===== src/rtl/sequenciador_bombas.sv =====
// Supervisory sequencer for the two-tank pump station.
// Debounces the four level sensors, derives fill demands for motor 1 (lower tank) and
// motor 2 (lower -> upper tank), enforces a restart lockout, and latches sensor
// inconsistency / fill timeout faults until acknowledged.
// Optional build macro: START_STAGGER_EN delays m2 starts relative to m1 starts.
module sequenciador_bombas #(
   parameter int unsigned DEB_CYCLES = 4,
   parameter int unsigned MIN_OFF    = 8,
   parameter int unsigned MAX_FILL   = 200,
   parameter int unsigned STAGGER    = 4,
   parameter int unsigned CNT_W      = 8
) (
   input  logic       clk,
   input  logic       rst,
   input  logic       s1,
   input  logic       s2,
   input  logic       s3,
   input  logic       s4,
   input  logic       ack,
   output logic       m1,
   output logic       m2,
   output logic       fault,
   output logic [1:0] fault_code
);

   typedef enum logic [1:0] {StOff, StRun, StHold} motor_state_e;

   localparam logic [CNT_W-1:0] One      = CNT_W'(1);
   localparam logic [CNT_W-1:0] DebLast  = CNT_W'(DEB_CYCLES - 1);
   localparam logic [CNT_W-1:0] OffLast  = CNT_W'(MIN_OFF - 1);
   localparam logic [CNT_W-1:0] FillLast = CNT_W'(MAX_FILL - 1);
   // Every counter limit must be representable in CNT_W bits.
   localparam bit CntWOk = ((DEB_CYCLES | MIN_OFF | MAX_FILL | STAGGER) >> CNT_W) == 0;

   logic [3:0]       raw;
   logic [3:0]       filt_q;
   logic [CNT_W-1:0] deb_cnt_q [4];
   logic             f1, f2, f3, f4;
   logic             inv, d1, d2;
   logic             timeout;
   logic             hold_all;
   logic             m2_allow;

   motor_state_e     st1_q, st2_q;
   logic [CNT_W-1:0] off_cnt1_q, off_cnt2_q;
   logic [CNT_W-1:0] fill_cnt_q;

   assign raw = {s4, s3, s2, s1};
   assign f1  = filt_q[0];
   assign f2  = filt_q[1];
   assign f3  = filt_q[2];
   assign f4  = filt_q[3];

   assign inv = (f2 & ~f1) | (f4 & ~f3);
   assign d1  = ~f2;
   assign d2  = f1 & ~f4;

   assign timeout  = (st1_q == StRun) && (fill_cnt_q == FillLast);
   // Any latched or newly raised fault pins both motors in HOLD with a zero lockout count.
   assign hold_all = fault | inv | timeout;

   // Parameter sanity check on counter width.
   always_ff @(posedge clk) begin
      if (!rst) assert (CntWOk);
   end

   // Debounce: filtered value follows raw after DEB_CYCLES consecutive differing samples.
   always_ff @(posedge clk) begin
      if (rst) begin
         filt_q <= '0;
         for (int i = 0; i < 4; i++) deb_cnt_q[i] <= '0;
      end else begin
         for (int i = 0; i < 4; i++) begin
            if (raw[i] != filt_q[i]) begin
               if (deb_cnt_q[i] == DebLast) begin
                  filt_q[i]    <= raw[i];
                  deb_cnt_q[i] <= '0;
               end else begin
                  deb_cnt_q[i] <= deb_cnt_q[i] + One;
               end
            end else begin
               deb_cnt_q[i] <= '0;
            end
         end
      end
   end

`ifdef START_STAGGER_EN
   logic [CNT_W-1:0] stag_cnt_q;
   logic             m1_start;
   localparam logic [CNT_W-1:0] StagMax = CNT_W'(STAGGER);

   assign m1_start = !hold_all && (st1_q == StOff) && d1;
   assign m2_allow = !m1_start && (stag_cnt_q == StagMax);

   // Stagger counter: restarts on every m1 start, saturates at STAGGER.
   always_ff @(posedge clk) begin
      if (rst) begin
         stag_cnt_q <= StagMax;
      end else if (m1_start) begin
         stag_cnt_q <= '0;
      end else if (stag_cnt_q != StagMax) begin
         stag_cnt_q <= stag_cnt_q + One;
      end
   end
`else
   assign m2_allow = 1'b1;
`endif

   // Motor 1 FSM with registered contactor output.
   always_ff @(posedge clk) begin
      if (rst) begin
         st1_q      <= StOff;
         off_cnt1_q <= '0;
         m1         <= 1'b0;
      end else if (hold_all) begin
         st1_q      <= StHold;
         off_cnt1_q <= '0;
         m1         <= 1'b0;
      end else begin
         unique case (st1_q)
            StOff: begin
               if (d1) begin
                  st1_q <= StRun;
                  m1    <= 1'b1;
               end
            end
            StRun: begin
               if (!d1) begin
                  st1_q      <= StHold;
                  off_cnt1_q <= '0;
                  m1         <= 1'b0;
               end
            end
            StHold: begin
               if (off_cnt1_q == OffLast) begin
                  st1_q      <= StOff;
                  off_cnt1_q <= '0;
               end else begin
                  off_cnt1_q <= off_cnt1_q + One;
               end
            end
            default: begin
               st1_q <= StOff;
               m1    <= 1'b0;
            end
         endcase
      end
   end

   // Motor 2 FSM; d2 already drops when f1 = 0, which gives dry-run protection.
   always_ff @(posedge clk) begin
      if (rst) begin
         st2_q      <= StOff;
         off_cnt2_q <= '0;
         m2         <= 1'b0;
      end else if (hold_all) begin
         st2_q      <= StHold;
         off_cnt2_q <= '0;
         m2         <= 1'b0;
      end else begin
         unique case (st2_q)
            StOff: begin
               if (d2 && m2_allow) begin
                  st2_q <= StRun;
                  m2    <= 1'b1;
               end
            end
            StRun: begin
               if (!d2) begin
                  st2_q      <= StHold;
                  off_cnt2_q <= '0;
                  m2         <= 1'b0;
               end
            end
            StHold: begin
               if (off_cnt2_q == OffLast) begin
                  st2_q      <= StOff;
                  off_cnt2_q <= '0;
               end else begin
                  off_cnt2_q <= off_cnt2_q + One;
               end
            end
            default: begin
               st2_q <= StOff;
               m2    <= 1'b0;
            end
         endcase
      end
   end

   // Fill timer: counts edges spent with m1 in RUN, cleared otherwise.
   always_ff @(posedge clk) begin
      if (rst) begin
         fill_cnt_q <= '0;
      end else if (st1_q == StRun) begin
         fill_cnt_q <= fill_cnt_q + One;
      end else begin
         fill_cnt_q <= '0;
      end
   end

   // Fault latch: first cause wins, inconsistency outranks timeout, clear needs ack and no inv.
   always_ff @(posedge clk) begin
      if (rst) begin
         fault      <= 1'b0;
         fault_code <= 2'b00;
      end else if (fault) begin
         if (ack && !inv) begin
            fault      <= 1'b0;
            fault_code <= 2'b00;
         end
      end else if (inv) begin
         fault      <= 1'b1;
         fault_code <= 2'b01;
      end else if (timeout) begin
         fault      <= 1'b1;
         fault_code <= 2'b10;
      end
   end

endmodule


===== config.mk =====
export PLATFORM = sky130hd
export DESIGN_NAME = sequenciador_bombas
export DESIGN_NICKNAME = d
export VERILOG_FILES = /design/src/rtl/sequenciador_bombas.sv
export SDC_FILE = /design/constraint.sdc
export NUM_CORES = 1
export LEC_CHECK = 0
export CAP_MARGIN = 20
export CELL_PAD_IN_SITES_DETAIL_PLACEMENT = 0
export CELL_PAD_IN_SITES_GLOBAL_PLACEMENT = 1
export CORE_ASPECT_RATIO = 0.5
export CORE_MARGIN = 3
export CORE_UTILIZATION = 35
export DETAILED_ROUTE_END_ITERATION = 10
export HOLD_SLACK_MARGIN = 0.02
export PLACE_DENSITY_LB_ADDON = 0.1
export REMOVE_ABC_BUFFERS = 1
export SLEW_MARGIN = 20
export SYNTH_ARGS = -nofsm -noshare
export SYNTH_HDL_FRONTEND = slang
export SYNTH_SLANG_ARGS = --single-unit

===== constraint.sdc =====
create_clock -name clk -period 4.12 [get_ports clk]
set_input_delay 0.412 -clock clk [delete_from_list [all_inputs] [get_ports clk]]
set_output_delay 0.412 -clock clk [all_outputs]
set_load 0.01 [all_outputs]

Yosys cells after proc, flatten, opt, wreduce, memory -nomap -nowiden:

Memories as Yosys holds them, arrays and structs flattened.
Index checks and enable logic that the tools add are counted.

* word-level logic and storage cells: 186
* bits in writable memories: 32
* memories: 1
* flip-flop bits (word level): 37
* bits of input ports: 7

* eq/ne operators: 28
* mux-type cells: 88
* bitwise logic cells: 24
* $add $sub $neg: 7
* reductions and logical operators: 23

Memory list
* deb_cnt_q: words 4, bits a word 8, read ports 4, clocked after Yosys merged registers in 0, wr ports 4, line 37 `logic [CNT_W-1:0] deb_cnt_q [4];`

Operator list (count)
* two-way mux 8 bit: 16
* adder 8 x 1 -> 8 bit, second input constant: 7
* two-way mux 1 bit: 54
* equality test 8 x 2 -> 1 bit, second input constant: 4
* one-hot mux 8 bit (2 select lines): 2
* two-way mux 2 bit: 12
* != test 3 bit, second input constant: 6
* AND reduction 3 bit: 6
* equality test 8 x 3 -> 1 bit, second input constant: 2
* bitwise OR 1 bit: 15
* AND reduction 2 bit: 7
* != test 2 bit, second input constant: 6
* one-hot mux 2 bit (3 select lines): 2
* equality test 8 bit, second input constant: 1
* inverter 1 bit: 6
* one-hot mux 1 bit (3 select lines): 2
* equality test 2 x 1 -> 1 bit, second input constant: 2
* equality test 2 bit, second input constant: 2
* logical NOT 2 bit: 2
* != test 1 bit: 4
* nonzero test 2 bit: 2
* OR reduction 2 bit: 2
* bitwise AND 1 bit: 3
* nonzero test 3 bit: 1
* other kinds (3): 4

Depth between registers and ports, before layout:

Gate-level depths: netlist (run 1).
An unclocked memory read counts as a cell.

* depth in word-level cells: 9
* mapped depth: 6
* mapped depth without buffers: 5

Worst setup path after synthesis (run 1):

No wires, ideal clock.

* path type: flip-flop to flip-flop
* start: register fill_cnt_q[0]
* end: register off_cnt1_q[6]
* path buffers: 1
* period minus slack after synthesis: 1604 ps
* path slack: 2516 ps
* cell stages (with the launch flop): 7
* setup time: 91 ps
* data arrival time: 1513 ps
* cell sequence: dfxtp_1 -> ha_1 -> nand4b_1 -> nor4_1 -> or4_1 -> buf_2 -> a311oi_1

* cells in the longest elaborated chain, start to end: 4

Ends and longest elaborated chain
* start: declaration: line 46 `logic [CNT_W-1:0] fill_cnt_q;`
* start signal: assignment: line 197 `fill_cnt_q <= fill_cnt_q + One;`
* equality test 8 bit: line 58 `assign timeout = (st1_q == StRun) && (fill_cnt_q == FillLast);`
* logical AND 1 bit: line 58
* bitwise OR 1 bit: line 60 `assign hold_all = fault | inv | timeout;`
* OR reduction 2 bit (no source line)
* end signal: assignment: line 140 `off_cnt1_q <= off_cnt1_q + One;`
* end: declaration: line 45 `logic [CNT_W-1:0] off_cnt1_q, off_cnt2_q;`

Every way passes these cells.
A chain may end at the register's enable or synchronous reset.

Final worst setup path (run 1):

* start: input rst
* end: register off_cnt1_q[4]

* cells in the longest elaborated chain, start to end: 1

Ends and longest elaborated chain
* start: declaration: line 14 `input logic rst,`
* OR reduction 2 bit (no source line)

Every way passes these cells.

==> impl_metrics.json, run 1 <==
{
  "outcome": "completed",
  "slew_limit_fails": 0,
  "core-area_mm2": 0.008919,
  "cp_data_arrival_time_ps": 2440,
  "share_of_layout_cells_above_drive_strength_1": 0.04167,
  "syn_area_per_cell_um2": 9.889,
  "nNetsFinal": 393,
  "critical_path_class": "in2reg",
  "grt_first_pass_wirelength_um": 10430,
  "grt_antenna_before_repair": 0,
  "finalSetupTns_ps": 0,
  "crit_path_top_delay_cell": "sky130_fd_sc_hd__or4_1",
  "overflow": 0,
  "pin_count": 12,
  "worst-slew-pin-transition_ps": 716.6,
  "critical-path-top-delay-family": "simple AND/OR/NAND/NOR gates",
  "achievable-frequency_ghz": 0.4508,
  "switching_power_mw": 0.3271,
  "hold_path_class": "reg2reg",
  "drc_errors": 0,
  "synthDominantCellAreaShare": 0.2918,
  "rsz0062_at_grt": "no",
  "drt-wirelength-per-cell_um": 12.03,
  "fin_crit_sh": 0.5384,
  "post_cts_hold_buffer_count": 0,
  "pwr_density_cell_mw_per_mm2": 394.7,
  "cp_max_fo": 20,
  "final_wl_um": 6025,
  "clkSlewWorstSetupHoldPaths_ps": 50,
  "dieHeight_um": 74.59,
  "ant_nets": 0,
  "number_of_global_route_vias_before_repair": 2327,
  "grt_max_degree": 21,
  "synth_async_sr_flop_share": 0,
  "layout_min_cycle_time_ps": 2218,
  "syn_to_final_growth_pct": 18.50,
  "worstPathCellList": "clkdlybuf4s50_1, or4_1, a311oi_1",
  "critical_path.startpoint_type": "primary input",
  "clock_tree_from_tritoncts": "yes",
  "viasPerCell": 4.850,
  "dp_wirelength_um": 4306,
  "effective_utilization_at_floorplan": 0.3692,
  "die_w_um": 143.2,
  "power.sequential.fraction": 0.497,
  "cts.repair_timing.setup_buffer_count": 0,
  "cp_data_required_time_ps": 4340,
  "clock_power_share": 0.455,
  "timing.clock.skew_ps": 5.048,
  "clock-sinks": 69,
  "globalRouteTotalUtil": 0.1240,
  "cts-buffers-inserted": 9,
  "final-setup-viol-count": 0,
  "number_of_synthesized_flops_with_an_enable_pin": 32,
  "max-cap-violations": 0,
  "synth_cell_type_count": 37,
  "filler_cell_count": 855,
  "netlist.top_cell.by_area": "sky130_fd_sc_hd__edfxtp_1",
  "synthesis.yosys.warnings": 0,
  "power_frac_comb": 0.048,
  "holdWs_ps": 441.9,
  "cts.htree.levels": 3,
  "timing.critical_path.slowest_cell_delay_ps": 970,
  "clk_latency_ps": 320,
  "ys_seq_area_frac": 0.5167,
  "clock-root-buffer": "sky130_fd_sc_hd__clkbuf_16",
  "critical_path.n_buffers_inverters": 1,
  "worst_ir_drop_vdd_v": 0.0001989,
  "antenna-diode-count": 0,
  "syn-cell-area_mm2": 0.003293,
  "cell_internal_power_mw": 1.213,
  "maxSlewHeadroom": 0.5223,
  "post_synthesis_register_bit_count": 69,
  "gp_routability_congestion": 0.8005,
  "firstDrtPassIters": 4,
  "synth.area.top_cells": "sky130_fd_sc_hd__edfxtp_1 29%, sky130_fd_sc_hd__dfxtp_1 22%, sky130_fd_sc_hd__xor2_1 6.4%",
  "dr.first_iter.drc_count": 113,
  "vias": 2430,
  "synth_cells": 333,
  "cts_resized": 0,
  "swShare": 0.2124,
  "final_hold_viol_count": 0,
  "placement_rows": 24,
  "clockBufferDepth": 2,
  "p_leak_nw": 1.449,
  "die_footprint_mm2": 0.01068,
  "io_buffer_count": 11,
  "sort_of_element_at_the_end_of_the_critical_path": "register",
  "dominantRegCellSynth": "sky130_fd_sc_hd__dfxtp_1"
}
[power by group through the flow]
stage	clock network, mW	logic, mW	registers [mW]
5_1_grt	0.758	0.0852	0.768
6_report	0.701	0.0743	0.765
3_5_place_dp	0	0.0739	0.779
2_1_floorplan	0	0.0510	0.773
3_3_place_gp	0	0.0733	0.778
4_1_cts	0.732	0.0745	0.765
[metal layers]
layer,track usage,vias up,wire [µm]
met5,0,-,0
met1,0.1559,1132,3100
met2,0.1965,26,2692
li1,-,1263,-
met3,0.04624,9,159
met4,0.04953,0,73
[registers in the layout, summed over array words and instances, names as in the netlist]
register / flops
filt_q: 4
fill_cnt_q: 8
st1_q: 2
off_cnt1_q: 8
st2_q: 2
off_cnt2_q: 8
deb_cnt_q: 32
fault: 1
fault_code: 2
m2: 1
m1: 1
[final timing paths]
path,startpoint,end,slack (ps),cells after the start
setup / recovery,rst,off_cnt1_q[4],1900,3
hold / removal,fill_cnt_q[0],fill_cnt_q[0],440,1
setup reg to reg,fill_cnt_q[0],off_cnt1_q[4],2030,5
hold reg to reg,fill_cnt_q[0],fill_cnt_q[0],440,1
[area by class of cell]
type	instances	area, µm²	area share
multi-input combinational	280	1640	0.4203
sequential	69	1702	0.4360
clock buffer	14	264.0	0.06765
timing repair buffer	11	110.1	0.02821
inverter	8	30.03	0.007695
clock inverter	2	10.01	0.002565
tap	117	146.4	0.03751
[cell usage in the layout, fill, tap and decap left out, types with 2 or more instances in the layout]
master / synthesis / routed
sky130_fd_sc_hd__a21o_1: 2 / 2
sky130_fd_sc_hd__a21oi_1: 21 / 21
sky130_fd_sc_hd__a22oi_1: 2 / 2
sky130_fd_sc_hd__a311oi_1: 10 / 10
sky130_fd_sc_hd__a41oi_1: 4 / 4
sky130_fd_sc_hd__and3_1: 19 / 19
sky130_fd_sc_hd__clkbuf_1: 3 / 3
sky130_fd_sc_hd__clkbuf_16: 0 / 9
sky130_fd_sc_hd__clkbuf_8: 0 / 2
sky130_fd_sc_hd__clkdlybuf4s50_1: 0 / 11
sky130_fd_sc_hd__clkinv_2: 0 / 2
sky130_fd_sc_hd__conb_1: 1 / 32
sky130_fd_sc_hd__dfxtp_1: 37 / 37
sky130_fd_sc_hd__edfxtp_1: 32 / 32
sky130_fd_sc_hd__ha_1: 7 / 7
sky130_fd_sc_hd__inv_1: 8 / 8
sky130_fd_sc_hd__maj3_1: 2 / 2
sky130_fd_sc_hd__mux2i_1: 4 / 4
sky130_fd_sc_hd__nand2_1: 19 / 19
sky130_fd_sc_hd__nand2b_1: 5 / 5
sky130_fd_sc_hd__nand3_1: 32 / 32
sky130_fd_sc_hd__nand3b_1: 3 / 3
sky130_fd_sc_hd__nor2_1: 50 / 50
sky130_fd_sc_hd__nor2b_1: 6 / 6
sky130_fd_sc_hd__nor3_1: 4 / 4
sky130_fd_sc_hd__nor4_1: 2 / 2
sky130_fd_sc_hd__nor4b_1: 3 / 3
sky130_fd_sc_hd__o21ai_0: 5 / 5
sky130_fd_sc_hd__o31a_1: 2 / 2
sky130_fd_sc_hd__or2_2: 2 / 2
sky130_fd_sc_hd__or2b_1: 2 / 2
sky130_fd_sc_hd__or4_1: 3 / 3
sky130_fd_sc_hd__xnor2_1: 10 / 10
sky130_fd_sc_hd__xor2_1: 24 / 24
[cells by family (layout without fill, tap and decap cells)]
group / Yosys count / count (layout) / synth area share
AO/OA/AOI/OAI: 48 / 48 / 0.09536
XOR/XNOR: 34 / 34 / 0.09042
adder cells (fa/ha/maj): 9 / 9 / 0.03267
buffers and inverters: 15 / 35 / 0.02052
flip-flops: 69 / 69 / 0.5167
multiplexers: 4 / 4 / 0.01216
other: 1 / 32 / 0.001139
AND/OR/NAND/NOR: 153 / 153 / 0.2310
[Yosys cell counts, types with 6 or more instances]
master,number
sky130_fd_sc_hd__dfxtp_1,37
sky130_fd_sc_hd__and3_1,19
sky130_fd_sc_hd__inv_1,8
sky130_fd_sc_hd__nor2b_1,6
sky130_fd_sc_hd__nand2_1,19
sky130_fd_sc_hd__nand3_1,32
sky130_fd_sc_hd__edfxtp_1,32
sky130_fd_sc_hd__ha_1,7
sky130_fd_sc_hd__xnor2_1,10
sky130_fd_sc_hd__a21oi_1,21
sky130_fd_sc_hd__nor2_1,50
sky130_fd_sc_hd__a311oi_1,10
sky130_fd_sc_hd__xor2_1,24
[through the flow]
stage | instance area (µm²) | std cells | power, mW | setup slack, ps | util
2_1_floorplan | 3372 | 357 | 0.8243 | 2373 | -
3_3_place_gp | 3628 | 485 | 0.8515 | 1649 | 0.4068
3_5_place_dp | 3628 | 485 | 0.8529 | 1562 | 0.4068
4_1_cts | 3902 | 501 | 1.571 | 1905 | 0.4376
5_1_grt | 3902 | 501 | 1.611 | 1732 | 0.4376
6_report | 3902 | 501 | 1.540 | 1902 | 0.4376
No activity file was read; power rests on OpenSTA's default activity.
==> run 2, diff against run 1 <==
clock period = 1.9 ns   (was 4.12 ns; I/O delays follow)
==> run 2 against run 1 <==
Net effect:
- combinational power grew 140%
- via count grew 0.91%
- die area is the same
- clock power grew 110%
- final cell count grew 1.8%
- cell area grew 2.0%
- utilization grew 0.86 points
- clock skew is essentially flat
- worst hold slack lost 1.7 ps
- total power grew 120%
- critical path depth grew 3
==> impl_metrics.json, run 2 (same netlist as run 1, synthesis figures left out) <==
{
  "share_of_layout_cells_above_drive_strength_1": 0.06361,
  "largest_register_ff_count": 32,
  "firstDrtPassIters": 4,
  "post-layout-total-power_mw": 3.331,
  "clkSlewWorstSetupHoldPaths_ps": 50,
  "cts.htree.levels": 3,
  "r2r_setup_slk_ps": 120,
  "layout_min_cycle_time_ps": 1779,
  "holdPathStages": 1,
  "final-setup-viol-count": 0,
  "hold_path_class": "reg2reg",
  "clk_latency_ps": 330,
  "cts-buffers-inserted": 9,
  "switching_power_mw": 0.7231,
  "grt_first_pass_wirelength_um": 10520,
  "gp_routability_congestion": 0.8089,
  "outcome": "completed",
  "critical_path.reg2reg.endpoint": "off_cnt2_q[7]",
  "maxSlewHeadroom": 0.6197,
  "max-cap-violations": 0,
  "final_cell_mix": "50 x sky130_fd_sc_hd__nor2_1, 37 x sky130_fd_sc_hd__dfxtp_1, 32 x sky130_fd_sc_hd__nand3_1, 32 x sky130_fd_sc_hd__edfxtp_1, 32 x sky130_fd_sc_hd__conb_1",
  "drt-wirelength-per-cell_um": 12.02,
  "hold_path_start": "fill_cnt_q[0]",
  "grt_max_degree": 21,
  "dp_slack_ps": 104.0,
  "cts.repair_timing.setup_buffer_count": 0,
  "dp_wirelength_um": 4404,
  "dieHeight_um": 74.59,
  "slew_limit_fails": 0,
  "cp_max_fo": 20,
  "effective_utilization_at_floorplan": 0.3692,
  "final_wl_um": 6128,
  "most_common_library_cell_in_the_layout_ignoring_fill_and_taps": "sky130_fd_sc_hd__nor2_1",
  "core-area_mm2": 0.008919,
  "clock_tree_from_tritoncts": "yes",
  "syn_to_final_growth_pct": 20.82,
  "timing.clock.skew_ps": 4.711,
  "crit-reg2reg-launch": "fill_cnt_q[0]",
  "critical_path.startpoint_type": "register",
  "critical_path_class": "reg2reg",
  "sort_of_element_at_the_end_of_the_critical_path": "register",
  "largest-register": "deb_cnt_q",
  "p_leak_nw": 1.495,
  "final_hold_viol_count": 0,
  "fin_crit_sh": 0.9361,
  "hold_path_end": "fill_cnt_q[0]",
  "grt_antenna_before_repair": 0,
  "power_frac_comb": 0.054,
  "filler_cell_count": 869,
  "die_footprint_mm2": 0.01068,
  "swShare": 0.2171,
  "io_buffer_count": 11,
  "overflow": 0,
  "ant_nets": 0,
  "nNetsFinal": 402,
  "rsz0062_at_grt": "no",
  "die_w_um": 143.2,
  "clockBufferDepth": 2,
  "globalRouteTotalUtil": 0.1270,
  "cp_data_arrival_time_ps": 2010,
  "pwr_density_cell_mw_per_mm2": 837.1,
  "clock-root-buffer": "sky130_fd_sc_hd__clkbuf_16",
  "viasPerCell": 4.808,
  "worst_ir_drop_vdd_v": 0.0004353,
  "cell_internal_power_mw": 2.608,
  "antenna-diode-count": 0,
  "achievable-frequency_ghz": 0.5623,
  "cp_data_required_time_ps": 2130,
  "dr.first_iter.drc_count": 140,
  "fin_ws_ps": 121.4,
  "reg2reg_depth": 6,
  "number_of_global_route_vias_before_repair": 2310,
  "power.sequential.fraction": 0.497,
  "drc_errors": 0,
  "vias": 2452,
  "worst-slew-pin-transition_ps": 565.3,
  "clock_power_share": 0.449,
  "placement_rows": 24,
  "pin_count": 12,
  "finalSetupTns_ps": 0,
  "clock-sinks": 69
}
## run 2: cell types whose count changed in the layout (fill, tap and decap cells not counted)
cell / before / now
sky130_fd_sc_hd__buf_4: 0 / 8
sky130_fd_sc_hd__buf_12: 0 / 1
sky130_fd_sc_hd__clkbuf_1: 3 / 4
sky130_fd_sc_hd__clkbuf_8: 2 / 1
sky130_fd_sc_hd__nor4b_1: 3 / 2
sky130_fd_sc_hd__nor4b_2: 0 / 1
## run 2: layout make-up
class | count | area (µm²) | share of cell area
clock buffer | 14 | 254.0 | 0.06384
clock inverter | 2 | 10.01 | 0.002516
inverter | 8 | 30.03 | 0.007547
multi-input combinational | 280 | 1647 | 0.4138
sequential | 69 | 1702 | 0.4277
tap | 117 | 146.4 | 0.03679
timing repair buffer | 20 | 190.2 | 0.04780
## run 2: power groups by stage
stage	clock network, mW	registers [mW]	logic [mW]
final	1.50	1.66	0.179
after global routing	1.61	1.66	0.205
after CTS	1.55	1.65	0.180
after detailed placement	0	1.69	0.178
after global placement	0	1.68	0.177
after floorplan	0	1.68	0.111
## run 2: worst max-delay path by stage
stage               cells after the start             from  slack, ps               to
floorplan                               5    fill_cnt_q[0]        150    off_cnt1_q[3]
global placement                        5  deb_cnt_q[2][1]        160  deb_cnt_q[2][2]
detailed placement                      6    fill_cnt_q[0]        100    off_cnt1_q[5]
CTS                                     6    fill_cnt_q[0]        110    off_cnt1_q[5]
global route                            6    fill_cnt_q[0]          2    off_cnt1_q[5]
finish                                  6    fill_cnt_q[0]        120    off_cnt2_q[7]
## run 2: metal layers
layer / global-route usage / vias to the layer above / wire length (µm)
met5: 0 / - / 0
met4: 0.04742 / 0 / 48
met3: 0.04881 / 6 / 237
met2: 0.2084 / 27 / 2782
met1: 0.1545 / 1139 / 3059
li1: - / 1280 / -
## run 2: what timing repair did
action                                 CTS  global route
endpoints found under the hold margin    0             0
hold buffers                             0             0
resized for setup                        0             1
setup endpoints to repair                0             7
## run 2: per-stage QoR
stage | hold WS, ps | utilization | instances | instance area [µm²]
after global routing | 480.5 | 0.4461 | 510 | 3979
final | 440.1 | 0.4461 | 510 | 3979
after detailed placement | 431.6 | 0.4158 | 494 | 3709
after global placement | 422.1 | 0.4158 | 494 | 3709
after floorplan | 259.1 | - | 357 | 3372
after CTS | 440.9 | 0.4454 | 510 | 3973
## run 2: worst max-delay path: stages, from the launching register on
cell	delay (ps)
sky130_fd_sc_hd__dfxtp_1	320
sky130_fd_sc_hd__ha_1	240
sky130_fd_sc_hd__nand4b_1	110
sky130_fd_sc_hd__nor4_1	80
sky130_fd_sc_hd__or4_1	530
sky130_fd_sc_hd__buf_12	190
sky130_fd_sc_hd__a311oi_1	200
==> run 3, diff against run 2 <==
SETUP_SLACK_MARGIN = 0.3   (was unset)
==> run 3 against run 2 <==
Net effect:
- clock skew about the same
- highest routed layer unchanged
- die area unchanged
- via count up 5.1%
- utilization up 4.6 points
- largest cell class is now multi-input combinational cells
- global-route usage up 0.70 points
- combinational power up 28%
- non-clock buffer count up 12
- total power up 1.6%
- routed wire length up 11%
- critical path type unchanged
==> impl_metrics.json, run 3 (same netlist as run 1, synthesis figures left out) <==
{
  "outcome": "completed",
  "post_cts_hold_buffer_count": 0,
  "die_w_um": 143.2,
  "crit_path_top_delay_cell": "sky130_fd_sc_hd__or4_4",
  "layout_min_cycle_time_ps": 1709,
  "final_wl_um": 6802,
  "r2r_setup_slk_ps": 190,
  "slew_limit_fails": 0,
  "clock-sinks": 69,
  "number_of_global_route_vias_before_repair": 2423,
  "swShare": 0.2212,
  "dp_wirelength_um": 4404,
  "largest-register": "deb_cnt_q",
  "effective_utilization_at_floorplan": 0.3692,
  "dieHeight_um": 74.59,
  "final-setup-viol-count": 0,
  "largest_register_ff_count": 32,
  "timing.clock.skew_ps": 5.149,
  "cp_data_required_time_ps": 2160,
  "vias": 2576,
  "cts.htree.levels": 3,
  "power.sequential.fraction": 0.490,
  "fin_crit_sh": 0.8994,
  "ant_nets": 0,
  "io_buffer_count": 11,
  "clock_tree_from_tritoncts": "yes",
  "share_of_layout_cells_above_drive_strength_1": 0.2015,
  "dp_slack_ps": 104.0,
  "dr.first_iter.drc_count": 112,
  "most_common_library_cell_in_the_layout_ignoring_fill_and_taps": "sky130_fd_sc_hd__nor2_1",
  "crit-reg2reg-launch": "fill_cnt_q[1]",
  "clock-root-buffer": "sky130_fd_sc_hd__clkbuf_16",
  "fin_ws_ps": 191.1,
  "final_hold_viol_count": 0,
  "pin_count": 12,
  "p_leak_nw": 1.595,
  "placement_rows": 24,
  "clock_power_share": 0.442,
  "core-area_mm2": 0.008919,
  "finalSetupTns_ps": 0,
  "die_footprint_mm2": 0.01068,
  "critical_path.startpoint_type": "register",
  "cp_max_fo": 5,
  "hold_path_class": "reg2reg",
  "hold_path_end": "fault_code[1]",
  "critical-path-top-delay-family": "simple AND/OR/NAND/NOR gates",
  "holdPathStages": 2,
  "antenna-diode-count": 0,
  "cp_data_arrival_time_ps": 1970,
  "nNetsFinal": 416,
  "drc_errors": 0,
  "timing.critical_path.slowest_cell_delay_ps": 530,
  "firstDrtPassIters": 5,
  "critical_path.n_buffers_inverters": 2,
  "globalRouteTotalUtil": 0.1340,
  "clk_latency_ps": 330,
  "rsz0062_at_grt": "yes",
  "detailed_place.area_mm2": 0.003709,
  "syn_to_final_growth_pct": 33.24,
  "viasPerCell": 4.916,
  "clockBufferDepth": 2,
  "reg2reg_depth": 7,
  "grt_antenna_before_repair": 0,
  "filler_cell_count": 844,
  "switching_power_mw": 0.7483,
  "grt_max_degree": 15,
  "finalInstanceArea_mm2": 0.004388,
  "critical_path.reg2reg.endpoint": "st1_q[0]",
  "max-cap-violations": 0,
  "final_core_utilization": 0.4920,
  "hold_path_start": "fault_code[1]",
  "critical_path_class": "reg2reg",
  "pwr_density_cell_mw_per_mm2": 770.9,
  "overflow": 0,
  "power_frac_comb": 0.068,
  "post-layout-total-power_mw": 3.383,
  "sort_of_element_at_the_end_of_the_critical_path": "register",
  "final_cell_mix": "43 x sky130_fd_sc_hd__nor2_1, 32 x sky130_fd_sc_hd__nand3_1, 32 x sky130_fd_sc_hd__edfxtp_1, 32 x sky130_fd_sc_hd__conb_1, 28 x sky130_fd_sc_hd__dfxtp_1",
  "cts-buffers-inserted": 9,
  "gp_routability_congestion": 0.8089,
  "drt-wirelength-per-cell_um": 12.98,
  "achievable-frequency_ghz": 0.5852,
  "clkSlewWorstSetupHoldPaths_ps": 50,
  "worstPathCellList": "ha_4, nand4b_1, nor4_4, or4_4, buf_12, clkbuf_16, nor2_1",
  "cell_internal_power_mw": 2.634,
  "grt_first_pass_wirelength_um": 11140,
  "worst_ir_drop_vdd_v": 0.0004382
}
[run 3: repair_timing]
action                     CTS  global route
setup buffers                1             9
setup endpoints to repair   45            49
gates resized for setup     13            50
cloned                       3             1
pin swaps                    2            15
[run 3: power groups by stage]
stage	logic [mW]	registers (mW)	clock network [mW]
2_1_floorplan	0.111	1.68	0
3_3_place_gp	0.177	1.68	0
3_5_place_dp	0.178	1.69	0
4_1_cts	0.196	1.66	1.55
5_1_grt	0.256	1.66	1.60
6_report	0.229	1.66	1.49
[run 3: stage by stage]
stage	hold WS, ps	std cells
2_1_floorplan	259.1	357
3_3_place_gp	422.1	494
3_5_place_dp	431.6	494
4_1_cts	442.6	514
5_1_grt	486.2	524
6_report	454.2	524
[run 3: worst register-to-register path: cells and delay by family, from the launching register on]
family,cells,cell delay [ps]
simple gates,4,850
flops,1,330
buf+inv,2,310
fa+ha+maj,1,160
[run 3: how the worst max path moves through the flow]
| stage | startpoint | end | slack (ps) | depth (start not counted) |
|---|---|---|---|---|
| floorplan | fill_cnt_q[0] | off_cnt1_q[3] | 150 | 5 |
| global placement | deb_cnt_q[2][1] | deb_cnt_q[2][2] | 160 | 5 |
| detailed placement | fill_cnt_q[0] | off_cnt1_q[5] | 100 | 6 |
| CTS | fill_cnt_q[1] | off_cnt1_q[2] | 160 | 6 |
| global route | fill_cnt_q[1] | off_cnt1_q[2] | 150 | 7 |
| finish | fill_cnt_q[1] | st1_q[0] | 190 | 7 |
[run 3: area by class of cell]
class	instances	area (µm²)	area share
timing repair buffer	32	330.3	0.07528
inverter	8	30.03	0.006843
tap	117	146.4	0.03336
sequential	69	1720	0.3921
clock buffer	14	254.0	0.05788
multi-input combinational	282	1897	0.4323
clock inverter	2	10.01	0.002281
[run 3: layer usage]
metal | vias to the layer above | track usage | share of wire | wire, µm
li1 | 1318 | - | - | -
met1 | 1223 | 0.1632 | 0.48 | 3233
met2 | 29 | 0.2230 | 0.48 | 3279
met3 | 6 | 0.04881 | 0.035 | 240
met4 | 0 | 0.04742 | 0.0071 | 48
met5 | - | 0 | 0 | 0
